==> src/rtl/reg_file_ctrl_pkg.sv <==
// Shared types for the register-file controller.
// Build option REG_BYPASS_EN: answer in-flight writes from bypass registers.
package reg_file_ctrl_pkg;

   typedef enum logic [1:0] {
      ST_CLEAR = 2'd0,
      ST_IDLE  = 2'd1,
      ST_PEND  = 2'd2
   } state_t;

   localparam int REG_ZERO_ADDR = 0;

endpackage

==> src/rtl/reg_clr_seq.sv <==
// Post-reset zero-fill sequencer: walks port A over every register while active.
// Raises done on the last address.
module reg_clr_seq #(
   parameter int DATA_W = 32,
   parameter int ADDR_W = 5,
   parameter int DEPTH  = 32
) (
   input  logic              clk,
   input  logic              rst_n,
   input  logic              active,
   output logic              done,
   output logic              wea,
   output logic [ADDR_W-1:0] addra,
   output logic [DATA_W-1:0] dina
);

   logic [ADDR_W-1:0] cnt;

   always_ff @(posedge clk or negedge rst_n) begin
      if (!rst_n)             cnt <= '0;
      else if (!active || done) cnt <= '0;
      else                    cnt <= cnt + 1'b1;
   end

   assign done  = active && (cnt == ADDR_W'(DEPTH - 1));
   assign wea   = 1'b1;
   assign addra = cnt;
   assign dina  = '0;

endmodule

==> src/rtl/reg_file_ctrl.sv <==
// Register-file controller in front of a 1R1W + 1R block RAM with registered reads.
// Build option REG_BYPASS_EN: writes that overlap an outstanding read feed bypass registers.
module reg_file_ctrl
   import reg_file_ctrl_pkg::*;
#(
   parameter int DATA_W = 32,
   parameter int ADDR_W = 5,
   parameter int DEPTH  = 2**ADDR_W
) (
   input  logic              sys_clk,
   input  logic              sys_rst_n,
   output logic              ready,
   input  logic              rd_req,
   output logic              rd_rdy,
   input  logic [ADDR_W-1:0] rs_addr,
   input  logic [ADDR_W-1:0] rt_addr,
   output logic              rd_vld,
   output logic [DATA_W-1:0] rs_data,
   output logic [DATA_W-1:0] rt_data,
   input  logic              wr_req,
   input  logic [ADDR_W-1:0] wr_addr,
   input  logic [DATA_W-1:0] wr_data,
   output logic              bram_wea,
   output logic [ADDR_W-1:0] bram_addra,
   output logic [DATA_W-1:0] bram_dina,
   input  logic [DATA_W-1:0] bram_douta,
   output logic [ADDR_W-1:0] bram_addrb,
   input  logic [DATA_W-1:0] bram_doutb
);

   state_t            state, state_nxt;
   logic              clr_done, clr_wea;
   logic [ADDR_W-1:0] clr_addra;
   logic [DATA_W-1:0] clr_dina;
   logic [ADDR_W-1:0] rs_lat, rt_lat;
   logic              rs_zero, rt_zero;
   logic              accept, wr_ok, fetch;
   logic [DATA_W-1:0] rs_src, rt_src;

   reg_clr_seq #(.DATA_W(DATA_W), .ADDR_W(ADDR_W), .DEPTH(DEPTH)) u_clr (
      .clk    (sys_clk),
      .rst_n  (sys_rst_n),
      .active (state == ST_CLEAR),
      .done   (clr_done),
      .wea    (clr_wea),
      .addra  (clr_addra),
      .dina   (clr_dina)
   );

   assign ready  = (state != ST_CLEAR);
   assign rd_rdy = (state == ST_IDLE);
   assign accept = rd_req && rd_rdy;
   assign wr_ok  = wr_req && (wr_addr != ADDR_W'(REG_ZERO_ADDR));
   // Port reads of this cycle complete the operand fetch, so rd_vld follows.
   assign fetch  = !wr_req && (accept || state == ST_PEND);

   always_ff @(posedge sys_clk or negedge sys_rst_n) begin
      if (!sys_rst_n) state <= ST_CLEAR;
      else            state <= state_nxt;
   end

   always_comb begin
      state_nxt  = state;
      bram_wea   = 1'b0;
      bram_addra = rs_addr;
      bram_dina  = wr_data;
      bram_addrb = rt_addr;
      case (state)
         ST_CLEAR: begin
            bram_wea   = clr_wea;
            bram_addra = clr_addra;
            bram_dina  = clr_dina;
            bram_addrb = '0;
            if (clr_done) state_nxt = ST_IDLE;
         end
         ST_IDLE: begin
            if (wr_req) begin
               bram_wea   = wr_ok;
               bram_addra = wr_addr;
               if (accept) state_nxt = ST_PEND;
            end
         end
         ST_PEND: begin
            // Port B stays on rt so the replay cycle also refreshes it.
            bram_addrb = rt_lat;
            if (wr_req) begin
               bram_wea   = wr_ok;
               bram_addra = wr_addr;
            end else begin
               bram_addra = rs_lat;
               state_nxt  = ST_IDLE;
            end
         end
         default: state_nxt = ST_CLEAR;
      endcase
   end

   always_ff @(posedge sys_clk or negedge sys_rst_n) begin
      if (!sys_rst_n) begin
         rd_vld  <= 1'b0;
         rs_lat  <= '0;
         rt_lat  <= '0;
         rs_zero <= 1'b0;
         rt_zero <= 1'b0;
      end else begin
         rd_vld <= fetch;
         if (accept) begin
            rs_lat  <= rs_addr;
            rt_lat  <= rt_addr;
            rs_zero <= (rs_addr == ADDR_W'(REG_ZERO_ADDR));
            rt_zero <= (rt_addr == ADDR_W'(REG_ZERO_ADDR));
         end
      end
   end

`ifdef REG_BYPASS_EN
   logic              rs_byp_vld, rt_byp_vld;
   logic [DATA_W-1:0] rs_byp, rt_byp;

   always_ff @(posedge sys_clk or negedge sys_rst_n) begin
      if (!sys_rst_n) begin
         rs_byp_vld <= 1'b0;
         rt_byp_vld <= 1'b0;
         rs_byp     <= '0;
         rt_byp     <= '0;
      end else if (accept) begin
         rs_byp_vld <= 1'b0;
         rt_byp_vld <= wr_ok && (wr_addr == rt_addr);
         rt_byp     <= wr_data;
      end else if (state == ST_PEND && wr_ok) begin
         if (wr_addr == rs_lat) begin
            rs_byp_vld <= 1'b1;
            rs_byp     <= wr_data;
         end
         if (wr_addr == rt_lat) begin
            rt_byp_vld <= 1'b1;
            rt_byp     <= wr_data;
         end
      end
   end

   assign rs_src = rs_byp_vld ? rs_byp : bram_douta;
   assign rt_src = rt_byp_vld ? rt_byp : bram_doutb;
`else
   assign rs_src = bram_douta;
   assign rt_src = bram_doutb;
`endif

   assign rs_data = (rd_vld && !rs_zero) ? rs_src : '0;
   assign rt_data = (rd_vld && !rt_zero) ? rt_src : '0;

endmodule

==> config.mk <==
export PLATFORM = sky130hd
export DESIGN_NAME = reg_file_ctrl
export DESIGN_NICKNAME = d
export VERILOG_FILES = /design/src/rtl/reg_file_ctrl_pkg.sv /design/src/rtl/reg_clr_seq.sv /design/src/rtl/reg_file_ctrl.sv
export SDC_FILE = /design/constraint.sdc
export NUM_CORES = 1
export LEC_CHECK = 0
export ABC_CLOCK_PERIOD_IN_PS = 1800
export CAP_MARGIN = 0
export CORE_AREA = 3 3 93 95
export DETAILED_ROUTE_END_ITERATION = 8
export DIE_AREA = 0 0 96 98
export GPL_ROUTABILITY_DRIVEN = 0
export PLACE_DENSITY = 0.75
export SLEW_MARGIN = 20
export SYNTH_ARGS = -nofsm -noshare
export SYNTH_HDL_FRONTEND = slang
export SYNTH_SLANG_ARGS = --single-unit
==> constraint.sdc <==
create_clock -name sys_clk -period 1.8 [get_ports sys_clk]
set_input_delay 0.36 -clock sys_clk [delete_from_list [all_inputs] [get_ports sys_clk]]
set_output_delay 0.36 -clock sys_clk [all_outputs]
set_load 0.05 [all_outputs]
# Word level (Yosys, flattened, before mapping)
# Index checks and enable logic that the tools add are counted.
[op_classes] n_addsub=1 multipliers=0 n_div=0 magnitude_cmp=0 n_eq_ne=7 n_shift=0 mux=15 n_bitwise=0 reduce_logical=19
[ops] operator="2-to-1 mux 32 bit" count=3
[ops] operator="2-to-1 mux 5 bit" count=3
[ops] operator="one-hot mux 5 bit (3 select lines)" count=1
[ops] operator="logical NOT 5 bit" count=2
[ops] operator="one-hot mux 5 bit (2 select lines)" count=1
[ops] operator="2-to-1 mux 2 bit" count=4
[ops] operator="logical AND 1 bit" count=6
[ops] operator="one-hot mux 2 bit (3 select lines)" count=1
[ops] operator="adder 5 x 1 -> 5 bit, second input constant" count=1
[ops] operator="== test 5 bit, second input constant" count=1
[ops] operator="nonzero test 5 bit" count=1
[ops] operator="logical NOT 1 bit" count=4
[ops] operator="inequality test 2 x 1 -> 1 bit, second input constant" count=2
[ops] operator="inequality test 2 bit, second input constant" count=2
[ops] operator="AND reduction 4 bit" count=1
[ops] operator="== test 2 x 1 -> 1 bit, second input constant" count=1
[ops] operator="== test 2 bit, second input constant" count=1
[ops] operator="logical NOT 2 bit" count=1
[ops] operator="logical OR 1 bit" count=2
[ops] operator="one-hot mux 1 bit (2 select lines)" count=1
[ops] operator="nonzero test 2 bit" count=1
[ops] operator="OR reduction 2 bit" count=1
[ops] operator="2-to-1 mux 1 bit" count=1
[totals] register_bits=20 latchBits=0 ramBits=0 mem_bits_ro=0 input_bits=115 output_inout_bits=110 elab_cells=49 n_memories=0

# Longest topological paths before layout
# Gate-level depths: netlist of the first run.
[logic_depth] word_depth=5 ltp_mapped=7 mapped_depth_nobuf=6

# Hierarchy
# From an unflattened synthesis of the first run, not the netlist that was laid out.
[hier_totals] cells_unflattened=259 hier_area_um2=2334.7
[by_module_without_submodules] mod="reg_file_ctrl" instances=1 cells_each=203 area_each_um2=1845.5 seq_area_each_um2=375.4
[by_module_without_submodules] mod="reg_clr_seq" instances=1 cells_each=56 area_each_um2=489.2 seq_area_each_um2=125.1

# Worst setup path before layout of the first run
# OpenSTA, ideal clock, no wires.
[synth_path] path_type="reg2out" start="register state[0]" end="output bram_wea" arrival_ns=2.109 required_ns=1.440 slack_ns=-0.669 stages_incl_launch_ff=6 n_path_buf=1 path_cell_list="dfrtp_1 inv_1 ha_1 clkbuf_1 inv_1 a21oi_1"
[synth_via] elab_chain_cells=3 word_cells_on_any_way=5 cone_classes="eq/ne: 2; mux: 1; reduce/logical: 2"
[synth_lines] item="from (decl)" line="reg_file_ctrl.sv:31" source="state_t state, state_nxt;"
[synth_lines] item="from (signal assigned)" line="reg_file_ctrl.sv:59" source="else state <= state_nxt;"
[synth_lines] item="== test 2 x 1 -> 1 bit or == test 2 bit (tied branches)" line="reg_file_ctrl.sv:68" source="case (state)"
[synth_lines] item="OR reduction 2 bit (no line)"
[synth_lines] item="one-hot mux 1 bit (2 select lines) (*)" line="reg_file_ctrl.sv:68"
[synth_lines] item="to (decl)" line="reg_file_ctrl.sv:23" source="output logic bram_wea,"
# Mark *: on every way between the ends. The rest lies on a longest branch, timed or not.

# Final worst setup path of the first run
[layout_path] start="register state[1]" end="output bram_addra[3]"
[layout_via] elab_chain_cells=2 word_cells_on_any_way=4 cone_classes="eq/ne: 2; mux: 1; reduce/logical: 1"
[layout_lines] item="== test 2 bit (tied with other cells)" line="reg_file_ctrl.sv:68"
[layout_lines] item="one-hot mux 5 bit (3 select lines) (*)" line="reg_file_ctrl.sv:68"
[layout_lines] item="to (decl)" line="reg_file_ctrl.sv:24" source="output logic [ADDR_W-1:0] bram_addra,"
# Marked as above.

==> results.py, run 1 <==
metrics = {
    "synthesis": {
        "synth-seq-area-share_pct": 27.6,
        "flop_and_latch_count_out_of_synthesis": 20,
        "cells_after_synth": 213,
        "netlist_area_um2": 1810,
        "mappedNetlistNets": 336,
        "post_synth.cell_area_avg_um2": 8.50,
        "ys.warnings.count": 0,
        "netlist-cell-type-count": 30,
    },
    "run_status": {
        "violated_checks": "negative setup slack",
        "run_status": "finished with violations",
    },
    "power_and_ir_drop": {
        "share_comb_of_total_power_pct": 85.7,
        "seq_power_share_pct": 9.0,
        "vdd_ir_drop_max_uv": 1290,
        "internal_power_mw": 4.23,
        "p_sw_share_pct": 50.5,
        "share_clk_of_total_power_pct": 5.3,
        "switch_pwr_mw": 4.32,
        "total_power_mw": 8.54,
        "power_leakage_nw": 2.42,
        "power.density_nw_per_um2": 1550,
    },
    "clock_network": {
        "clock_transition_at_path_regs_ps": 80,
        "tritoncts": "yes",
        "worstSkewPairLatency_ps": 270,
        "cts-htree-levels": 1,
        "clock_path_buffers": 2,
        "ctsHoldBuffers": 0,
        "clock_sinks": 20,
        "cts-root-buf": "clkbuf_8",
        "cts_buffers": 3,
    },
    "detailed_routing": {
        "wl_per_cell_um": 17.1,
        "drtPass1Iterations": 4,
        "num_vias": 2509,
        "drt-vias-per-instance": 4.50,
        "drc": 0,
        "first_iter_violations": 44,
        "postRouteWirelength_mm": 9.55,
        "postRouteAntennaNets": 0,
    },
    "worst_hold_path": {
        "timing.hold.worst.class": "primary input to asynchronous set/reset pin",
    },
    "timing": {
        "finalWorstPathRequiredPeriod_ps": 2080,
        "skew_ps": 9.39,
        "worst_pin_slew_ps": 303,
        "max_clock_freq_mhz": 482,
        "timing.final.hold_violations": 0,
        "max_slew_margin_pct": 79.8,
        "rsz0062_at_grt": "yes",
        "slew_violations": 0,
        "post-route-period-util_pct": 115,
        "number_of_failing_setup_endpoints_in_the_final_timing_report": 43,
        "finalWorstSetupSlack_ps": -276,
    },
    "cells_and_area": {
        "num_antenna_cells": 0,
        "final_cell_count_no_fill": 558,
        "layout_cells_sized_above_1_pct": 61.6,
        "fin_nets": 580,
        "nFillCells": 563,
        "postLayoutCoreUtil_pct": 70.6,
        "synthToLayoutAreaGrowth_pct": 205,
    },
    "global_route": {
        "groute.usage.overall_pct": 19.2,
        "maximum_number_of_pins_on_one_net_before_global_route_repair": 33,
        "grt-ovfl-total": 0,
        "first_global_vias": 2655,
        "grt_antenna_before_repair": 0,
        "grt_pass1_wl_mm": 14.1,
    },
    "floorplanning": {
        "die_width_um": 96,
        "floorplan.die.height_um": 98,
        "row_count": 32,
        "design.core.area_um2": 7810,
        "top_level_ports": 225,
        "dieArea_um2": 9410,
        "initial_utilization_pct": 23.2,
    },
    "worst_setup_path": {
        "worst-path-max-fanout": 6,
        "timing.critical_path.arrival_ps": 1720,
        "setup.worst_path.end_class": "primary output",
        "crit_required_ps": 1440,
        "worst-setup-path-type": "flip-flop to primary output",
        "worstSetupStartpointType": "flip-flop",
    },
    "job": {
        "reported_max_cap_violation_count": 0,
    },
    "placement": {
        "port_buffers": 224,
        "dp_worst_setup_slack_ps": -497,
        "post-place-cells": 550,
        "dp_hpwl_mm": 7.79,
    },
}
==> power by group through the flow <==
stage	logic, mW	clock network (mW)	registers [mW]
after floorplan	3.93	0	0.745
after global placement	6.40	0	0.740
after detailed placement	6.48	0	0.750
after CTS	7.18	0.463	0.760
after global routing	7.63	0.481	0.792
final	7.32	0.454	0.768
==> cell type report <==
cell class | count | area (um^2) | share of cell area [%]
Multi-Input combinational cell | 174 | 1560 | 28.3
Clock buffer | 3 | 41.3 | 0.749
Clock inverter | 1 | 30.0 | 0.545
Tap cell | 102 | 128 | 2.31
Timing Repair Buffer | 254 | 3230 | 58.5
Inverter | 4 | 23.8 | 0.431
Sequential cell | 20 | 503 | 9.12
==> path summary, 6_finish.rpt <==
kind	startpoint	to	slack, ps	depth (start not counted)
min reg2reg	rt_lat[1]	rt_lat[1]	510	1
max	state[1]	bram_addra[3]	-280	5
max in group asynchronous	sys_rst_n	state[0]	1140	2
min in group sys_clk	rt_lat[1]	rt_lat[1]	510	1
min	sys_rst_n	rs_lat[0]	430	2
max reg2reg	state[0]	state[0]	40	6
==> logic make-up after synthesis <==
logic type	after synthesis	share of synthesized area [%]
AOI/OAI and AO/OA	22	10.0
xor gates and xnor gates	2	0.968
adders and majority gates	8	5.53
buffers and inverters	19	4.63
DFF	20	27.6
muxes	15	9.33
and+or+nand+nor	127	41.9
==> registers in the layout (all words and copies together), names as in the netlist <==
name	cells
rt_lat	5
rs_zero	1
u_clr.addra	5
state	2
rs_lat	5
rd_vld	1
rt_zero	1
==> cell usage after synthesis <==
master	number	area, um^2
and2_1	66	413
nor2b_1	36	225
dfrtp_1	20	500
mux2_2	13	146
nor2_1	10	37.5
clkbuf_1	9	33.8
ha_1	8	100
nand2_1	6	22.5
a221o_1	5	50.1
a22o_1	5	43.8
a21oi_1	4	20.0
buf_2	4	20.0
a32oi_1	3	26.3
inv_1	3	11.3
or4_1	3	22.5
mux2_1	2	22.5
nand3b_1	2	15.0
o31ai_1	2	15.0
a21o_1	1	7.51
a221o_2	1	11.3
and3_1	1	6.26
buf_1	1	3.75
buf_6	1	11.3
inv_2	1	3.75
nand2b_1	1	6.26
nand3_1	1	5.00
nor3_1	1	5.00
o211ai_1	1	7.51
xnor2_1	1	8.76
xor2_1	1	8.76
==> repair_timing <==
item	CTS	global route
cloned	1	0
pin swaps	3	3
setup endpoints to repair	46	110
hold endpoints to repair	0	0
setup buffers	3	1
resized for setup	79	24
==> layer usage <==
metal | wire length, um | track usage, % | part of all wire, % | vias to the layer above
met3 | 1170 | 7.24 | 12 | 18
met4 | 206 | 4.92 | 2.2 | 0
met2 | 5310 | 37.8 | 56 | 146
met1 | 2860 | 17.9 | 30 | 1156
met5 | 0 | 0 | 0 | -
li1 | - | - | - | 1189
==> cells in the final DEF, fill, tap and decap left out, drive strengths merged, types with 4 or more instances in the layout <==
cell           count
a221o              6
ha                 8
clkdlybuf4s50    109
nor2b             36
mux2              15
dfrtp             20
nand2              6
a22o               5
a21oi              4
buf              141
and2              66
nor2              10
==> per-stage QoR <==
stage | setup TNS [ps] | cell area, um^2 | hold slack [ps]
floorplan | -3770 | 2030 | 64.4
global placement | -3330 | 5070 | 465
detailed placement | -4420 | 5070 | 484
CTS | -6640 | 5440 | 436
global route | -8480 | 5510 | 447
finish | -6210 | 5510 | 427
==> worst max-delay path, cell delays in order (launching register included) <==
cell     delay [ps]
dfrtp_2         440
inv_4            70
ha_4            180
a21o_4          240
a221o_2         370
buf_8           160
No activity file was read; power rests on OpenSTA's default activity.
==> run 2: changes to the inputs <==
--- a/config.mk
+++ b/config.mk
@@ -12,6 +12,7 @@
 export DIE_AREA = 0 0 96 98
 export GPL_ROUTABILITY_DRIVEN = 0
 export PLACE_DENSITY = 0.75
+export SKIP_LAST_GASP = 1
 export SLEW_MARGIN = 20
 export SYNTH_ARGS = -nofsm -noshare
 export SYNTH_HDL_FRONTEND = slang
==> results.py, run 2 (same netlist as run 1, synthesis figures left out) <==
metrics = {
    "run_status": {
        "run_status": "finished with violations",
        "violated_checks": "negative setup slack",
    },
    "detailed_routing": {
        "first_iter_violations": 32,
        "met3_wirelength_mm": 1.07,
        "met2RoutedLength_mm": 5.28,
        "drt-vias-per-instance": 4.40,
        "drtPass1Iterations": 4,
        "num_vias": 2455,
        "drc": 0,
        "postRouteWirelength_mm": 9.49,
        "uppermost_signal_routing_layer_after_detailed_routing": "met4",
        "m1WireLength_mm": 2.97,
        "wl_per_cell_um": 17.0,
        "postRouteAntennaNets": 0,
    },
    "worst_setup_path": {
        "crit_required_ps": 1440,
        "worstReg2RegEnd": "state[0]",
        "timing.critical_path.arrival_ps": 1720,
        "setup.reg_to_reg.worst_slack_ps": 30,
        "worst-setup-path-type": "flip-flop to primary output",
        "worstReg2RegStart": "state[0]",
        "worst-r2r-cell-count": 6,
        "critPathMaxStageDelay_ps": 440,
        "critical_path.top_delay_family": "compound AO/OA/AOI/OAI gates",
        "critical_path.cell_chain": "inv_4 > ha_4 > a21o_4 > a221o_2 > buf_6",
        "worst-path-max-fanout": 6,
        "setup.worst_path.end_class": "primary output",
        "critical_path.slowest_cell": "dfrtp_2",
        "worstSetupStartpointType": "flip-flop",
        "crit_buf_inv": 2,
    },
    "timing": {
        "timing.final.hold_violations": 0,
        "skew_ps": 8.67,
        "finalWorstPathRequiredPeriod_ps": 2080,
        "max_clock_freq_mhz": 481,
        "worst_pin_slew_ps": 317,
        "number_of_failing_setup_endpoints_in_the_final_timing_report": 44,
        "rsz0062_at_grt": "yes",
        "post-route-period-util_pct": 115,
        "timing.setup.tns_ps": -8450,
        "finalWorstSetupSlack_ps": -277,
        "slew_violations": 0,
        "max_slew_margin_pct": 78.9,
        "worst_hold_margin_ps": 425,
    },
    "global_route": {
        "grt_pass1_wl_mm": 14.1,
        "grt_antenna_before_repair": 0,
        "grt-ovfl-total": 0,
        "first_global_vias": 2679,
        "groute.usage.overall_pct": 19.2,
        "maximum_number_of_pins_on_one_net_before_global_route_repair": 33,
    },
    "clock_network": {
        "clock_transition_at_path_regs_ps": 80,
        "worstSkewPairLatency_ps": 270,
        "cts-htree-levels": 1,
        "cts-root-buf": "clkbuf_8",
        "ctsHoldBuffers": 0,
        "clock_sinks": 20,
        "cts_buffers": 3,
        "tritoncts": "yes",
        "clock_path_buffers": 2,
    },
    "floorplanning": {
        "row_count": 32,
        "dieArea_um2": 9410,
        "initial_utilization_pct": 23.2,
        "die_width_um": 96,
        "design.core.area_um2": 7810,
        "top_level_ports": 225,
        "floorplan.die.height_um": 98,
    },
    "power_and_ir_drop": {
        "power_leakage_nw": 2.35,
        "power.density_nw_per_um2": 1530,
        "p_sw_share_pct": 51.5,
        "vdd_ir_drop_max_uv": 1620,
        "share_comb_of_total_power_pct": 85.1,
        "internal_power_mw": 3.98,
        "seq_power_share_pct": 9.4,
        "share_clk_of_total_power_pct": 5.6,
        "switch_pwr_mw": 4.23,
        "total_power_mw": 8.21,
    },
    "cells_and_area": {
        "stdcell_area_um2": 5360,
        "layout_cells_sized_above_1_pct": 58.0,
        "fin_nets": 579,
        "synthToLayoutAreaGrowth_pct": 196,
        "nFillCells": 587,
        "final_common_cell": "clkdlybuf4s50_1",
        "most_frequent_cells_in_the_layout": "clkdlybuf4s50_1, buf_12, and2_2",
        "postLayoutCoreUtil_pct": 68.7,
    },
    "worst_hold_path": {
        "timing.hold.worst.class": "primary input to asynchronous set/reset pin",
    },
    "placement": {
        "dp_hpwl_mm": 7.79,
        "post_dp_cell_area_um2": 5070,
        "port_buffers": 224,
    },
    "job": {
        "reported_max_cap_violation_count": 0,
    },
}
-- run 2: area by class of cell --
class	instances	area (um^2)	share of cell area, %
Tap cell	102	128	2.38
Multi-Input combinational cell	174	1520	28.3
Inverter	4	21.3	0.397
Clock inverter	1	30.0	0.560
Timing Repair Buffer	253	3120	58.2
Clock buffer	3	41.3	0.770
Antenna cell	1	2.50	0.0467
Sequential cell	20	503	9.38
-- run 2: routing by layer --
metal  up-vias  track usage (%)
li1       1188                -
met1      1117             17.6
met2       135             38.0
met3        15             7.09
met4         0             4.92
met5         -                0
-- run 2: worst max-delay path by stage --
stage	startpoint	to	slack [ps]	depth (start not counted)
5_1_grt	state[1]	bram_addra[3]	-320	6
3_5_place_dp	wr_addr[1]	bram_wea	-500	5
4_1_cts	state[1]	bram_addra[2]	-280	5
3_3_place_gp	wr_addr[2]	bram_wea	-500	5
6_report	state[1]	bram_addra[2]	-280	5
2_1_floorplan	state[0]	bram_wea	-180	5
-- run 2: timing repair --
| action | CTS | global route |
|---|---|---|
| gates cloned | 1 | 0 |
| pin swaps | 3 | 5 |
| endpoints found under the setup margin | 46 | 110 |
| buffers inserted | 3 | 0 |
| resized for setup | 39 | 11 |
-- run 2: power by group through the flow --
stage	sequential [mW]	clock [mW]	combinational, mW
floorplan	0.745	0	3.93
global placement	0.740	0	6.40
detailed placement	0.750	0	6.48
CTS	0.756	0.463	6.95
global route	0.790	0.482	7.28
finish	0.771	0.456	6.98
-- run 2: metrics by stage --
step / instances / setup WS, ps
after floorplan: 213 / -182
after CTS: 558 / -281
after global placement: 550 / -499
final: 558 / -277
after global routing: 557 / -319
after detailed placement: 550 / -497
==> run 3: changes to the inputs <==
--- a/config.mk
+++ b/config.mk
@@ -11,7 +11,7 @@
 export DETAILED_ROUTE_END_ITERATION = 8
 export DIE_AREA = 0 0 96 98
 export GPL_ROUTABILITY_DRIVEN = 0
-export PLACE_DENSITY = 0.75
+export PLACE_DENSITY = 0.85
 export SKIP_LAST_GASP = 1
 export SLEW_MARGIN = 20
 export SYNTH_ARGS = -nofsm -noshare
==> results.py, run 3 (same netlist as run 1, synthesis figures left out) <==
metrics = {
    "worst_setup_path": {
        "crit_buf_inv": 2,
        "critical_path.cell_chain": "inv_4 > ha_4 > a32oi_1 > nor2_1 > a221o_2 > buf_6",
        "worstSetupStartpointType": "flip-flop",
        "cp-startpoint": "state[1]",
        "setup.reg_to_reg.worst_slack_ps": -70,
        "worst-path-max-fanout": 6,
        "critical_path.top_delay_family": "compound AO/OA/AOI/OAI gates",
        "crit_required_ps": 1440,
        "setup.worst_path.end_class": "primary output",
        "critPathMaxStageDelay_ps": 450,
        "worstReg2RegEnd": "state[0]",
        "worstReg2RegStart": "state[1]",
        "critical_path.slowest_cell": "dfrtp_2",
        "timing.critical_path.arrival_ps": 1770,
        "worst-setup-path-type": "flip-flop to primary output",
        "worst-r2r-cell-count": 7,
    },
    "clock_network": {
        "cts_buffers": 3,
        "clock_sinks": 20,
        "tritoncts": "yes",
        "clock_transition_at_path_regs_ps": 80,
        "cts-htree-levels": 1,
        "clock_path_buffers": 2,
        "cts-root-buf": "clkbuf_8",
        "worstSkewPairLatency_ps": 260,
    },
    "floorplanning": {
        "floorplan.die.height_um": 98,
        "initial_utilization_pct": 23.2,
        "dieArea_um2": 9410,
        "design.core.area_um2": 7810,
        "die_width_um": 96,
        "row_count": 32,
        "top_level_ports": 225,
    },
    "cells_and_area": {
        "final_common_cell": "clkdlybuf4s50_1",
        "sequential_cell_area_um2": 503,
        "combined_area_of_the_multi_input_logic_cells_um2": 1670,
        "final_cell_count_no_fill": 568,
        "layout_cells_sized_above_1_pct": 64.2,
        "synthToLayoutAreaGrowth_pct": 220,
        "nFillCells": 497,
        "num_antenna_cells": 0,
        "fin_nets": 590,
        "most_frequent_cells_in_the_layout": "clkdlybuf4s50_1, buf_12, and2_2",
    },
    "global_route": {
        "gr-usage-met1_pct": 22.2,
        "first_global_vias": 2917,
        "grt_pass1_wl_mm": 16.5,
        "maximum_number_of_pins_on_one_net_before_global_route_repair": 33,
        "met3_usage_pct": 7.16,
        "grt_antenna_before_repair": 1,
        "groute.usage.overall_pct": 22.9,
        "grt-ovfl-total": 0,
        "grt.met2_usage_pct": 44.1,
        "grt_most_used_layer": "met2",
    },
    "timing": {
        "worst_pin_slew_ps": 390,
        "post-route-period-util_pct": 119,
        "finalWorstPathRequiredPeriod_ps": 2130,
        "max_slew_margin_pct": 74.0,
        "number_of_failing_setup_endpoints_in_the_final_timing_report": 46,
        "finalWorstSetupSlack_ps": -333,
        "slew_violations": 0,
        "timing.final.hold_violations": 0,
        "max_clock_freq_mhz": 469,
        "rsz0062_at_grt": "yes",
        "timing.setup.tns_ps": -8440,
        "skew_ps": 5.26,
    },
    "detailed_routing": {
        "drc": 0,
        "drtPass1Iterations": 4,
        "num_vias": 2651,
        "drt-vias-per-instance": 4.67,
        "first_iter_violations": 70,
        "postRouteWirelength_mm": 11.6,
        "wl_per_cell_um": 20.5,
        "postRouteAntennaNets": 0,
    },
    "power_and_ir_drop": {
        "power.density_nw_per_um2": 1610,
        "share_comb_of_total_power_pct": 86.7,
        "power_leakage_nw": 2.57,
        "p_sw_share_pct": 50.4,
        "share_clk_of_total_power_pct": 4.9,
        "vdd_ir_drop_max_uv": 1930,
        "switch_pwr_mw": 4.69,
        "seq_power_share_pct": 8.4,
        "internal_power_mw": 4.61,
    },
    "placement": {
        "port_buffers": 224,
        "dp_hpwl_mm": 8.40,
        "post-place-cells": 553,
    },
    "run_status": {
        "violated_checks": "negative setup slack",
        "run_status": "finished with violations",
    },
    "job": {
        "reported_max_cap_violation_count": 0,
    },
    "worst_hold_path": {
        "timing.hold.worst.class": "primary input to asynchronous set/reset pin",
    },
}
run 3: changes by cell type in the layout (fill, tap and decap cells not counted), sizes merged:
| cell | delta |
|---|---|
| bufbuf | -1 |
| dlygate4sd2 | -1 |
| diode | -1 |
| buf | +14 |
| clkdlybuf4s15 | -1 |
run 3: layout make-up:
class	instances	share of cell area, %
Tap cell	102	2.20
Timing Repair Buffer	264	58.7
Multi-Input combinational cell	174	28.8
Sequential cell	20	8.68
Inverter	4	0.410
Clock buffer	3	0.713
Clock inverter	1	0.518
run 3: power groups by stage:
| stage | clock, mW | sequential [mW] | combinational, mW |
|---|---|---|---|
| 6_report | 0.457 | 0.777 | 8.07 |
| 5_1_grt | 0.479 | 0.791 | 8.35 |
| 4_1_cts | 0.461 | 0.764 | 7.71 |
| 3_5_place_dp | 0 | 0.754 | 6.54 |
| 3_3_place_gp | 0 | 0.741 | 6.40 |
| 2_1_floorplan | 0 | 0.745 | 3.93 |
run 3: how the worst max path moves through the flow:
stage | endpoint | cells past startpoint | slack (ps)
floorplan | bram_wea | 5 | -180
CTS | bram_addra[0] | 5 | -290
detailed placement | bram_addra[0] | 4 | -530
finish | bram_addra[0] | 6 | -330
global route | bram_addra[0] | 6 | -390
global placement | bram_addra[0] | 4 | -500
run 3: metal layers:
layer	up-vias	routed length [um]
met3	24	1180
met1	1254	3700
li1	1209	-
met5	-	7
met4	2	363
met2	162	6370
run 3: worst register-to-register path, delay by kind of cell (launching register included):
kind,cells,cell delay (ps)
AND/OR/NAND/NOR,1,120
flip-flops,1,450
multiplexers,1,310
buffers and inverters,3,340
AO/OA/AOI/OAI,1,340
adder cells (fa/ha/maj),1,210
run 3: what timing repair did:
item | in CTS | in global routing
gates resized for setup | 100 | 61
setup endpoints to repair | 46 | 108
pin swaps | 4 | 0
buffers inserted | 9 | 5
hold endpoints to repair | 0 | 0
cloned | 3 | 0
hold buffers | 0 | 0
run 3: stage by stage:
| step | power, mW | hold WS, ps | area, um^2 | setup WS (ps) | utilization [%] |
|---|---|---|---|---|---|
| floorplan | 4.67 | 64.4 | 2030 | -182 | - |
| global placement | 7.14 | 470 | 5090 | -504 | 65.2 |
| detailed placement | 7.29 | 467 | 5090 | -535 | 65.2 |
| CTS | 8.94 | 443 | 5630 | -292 | 72.1 |
| global route | 9.62 | 480 | 5790 | -389 | 74.2 |
| finish | 9.30 | 437 | 5790 | -333 | 74.2 |
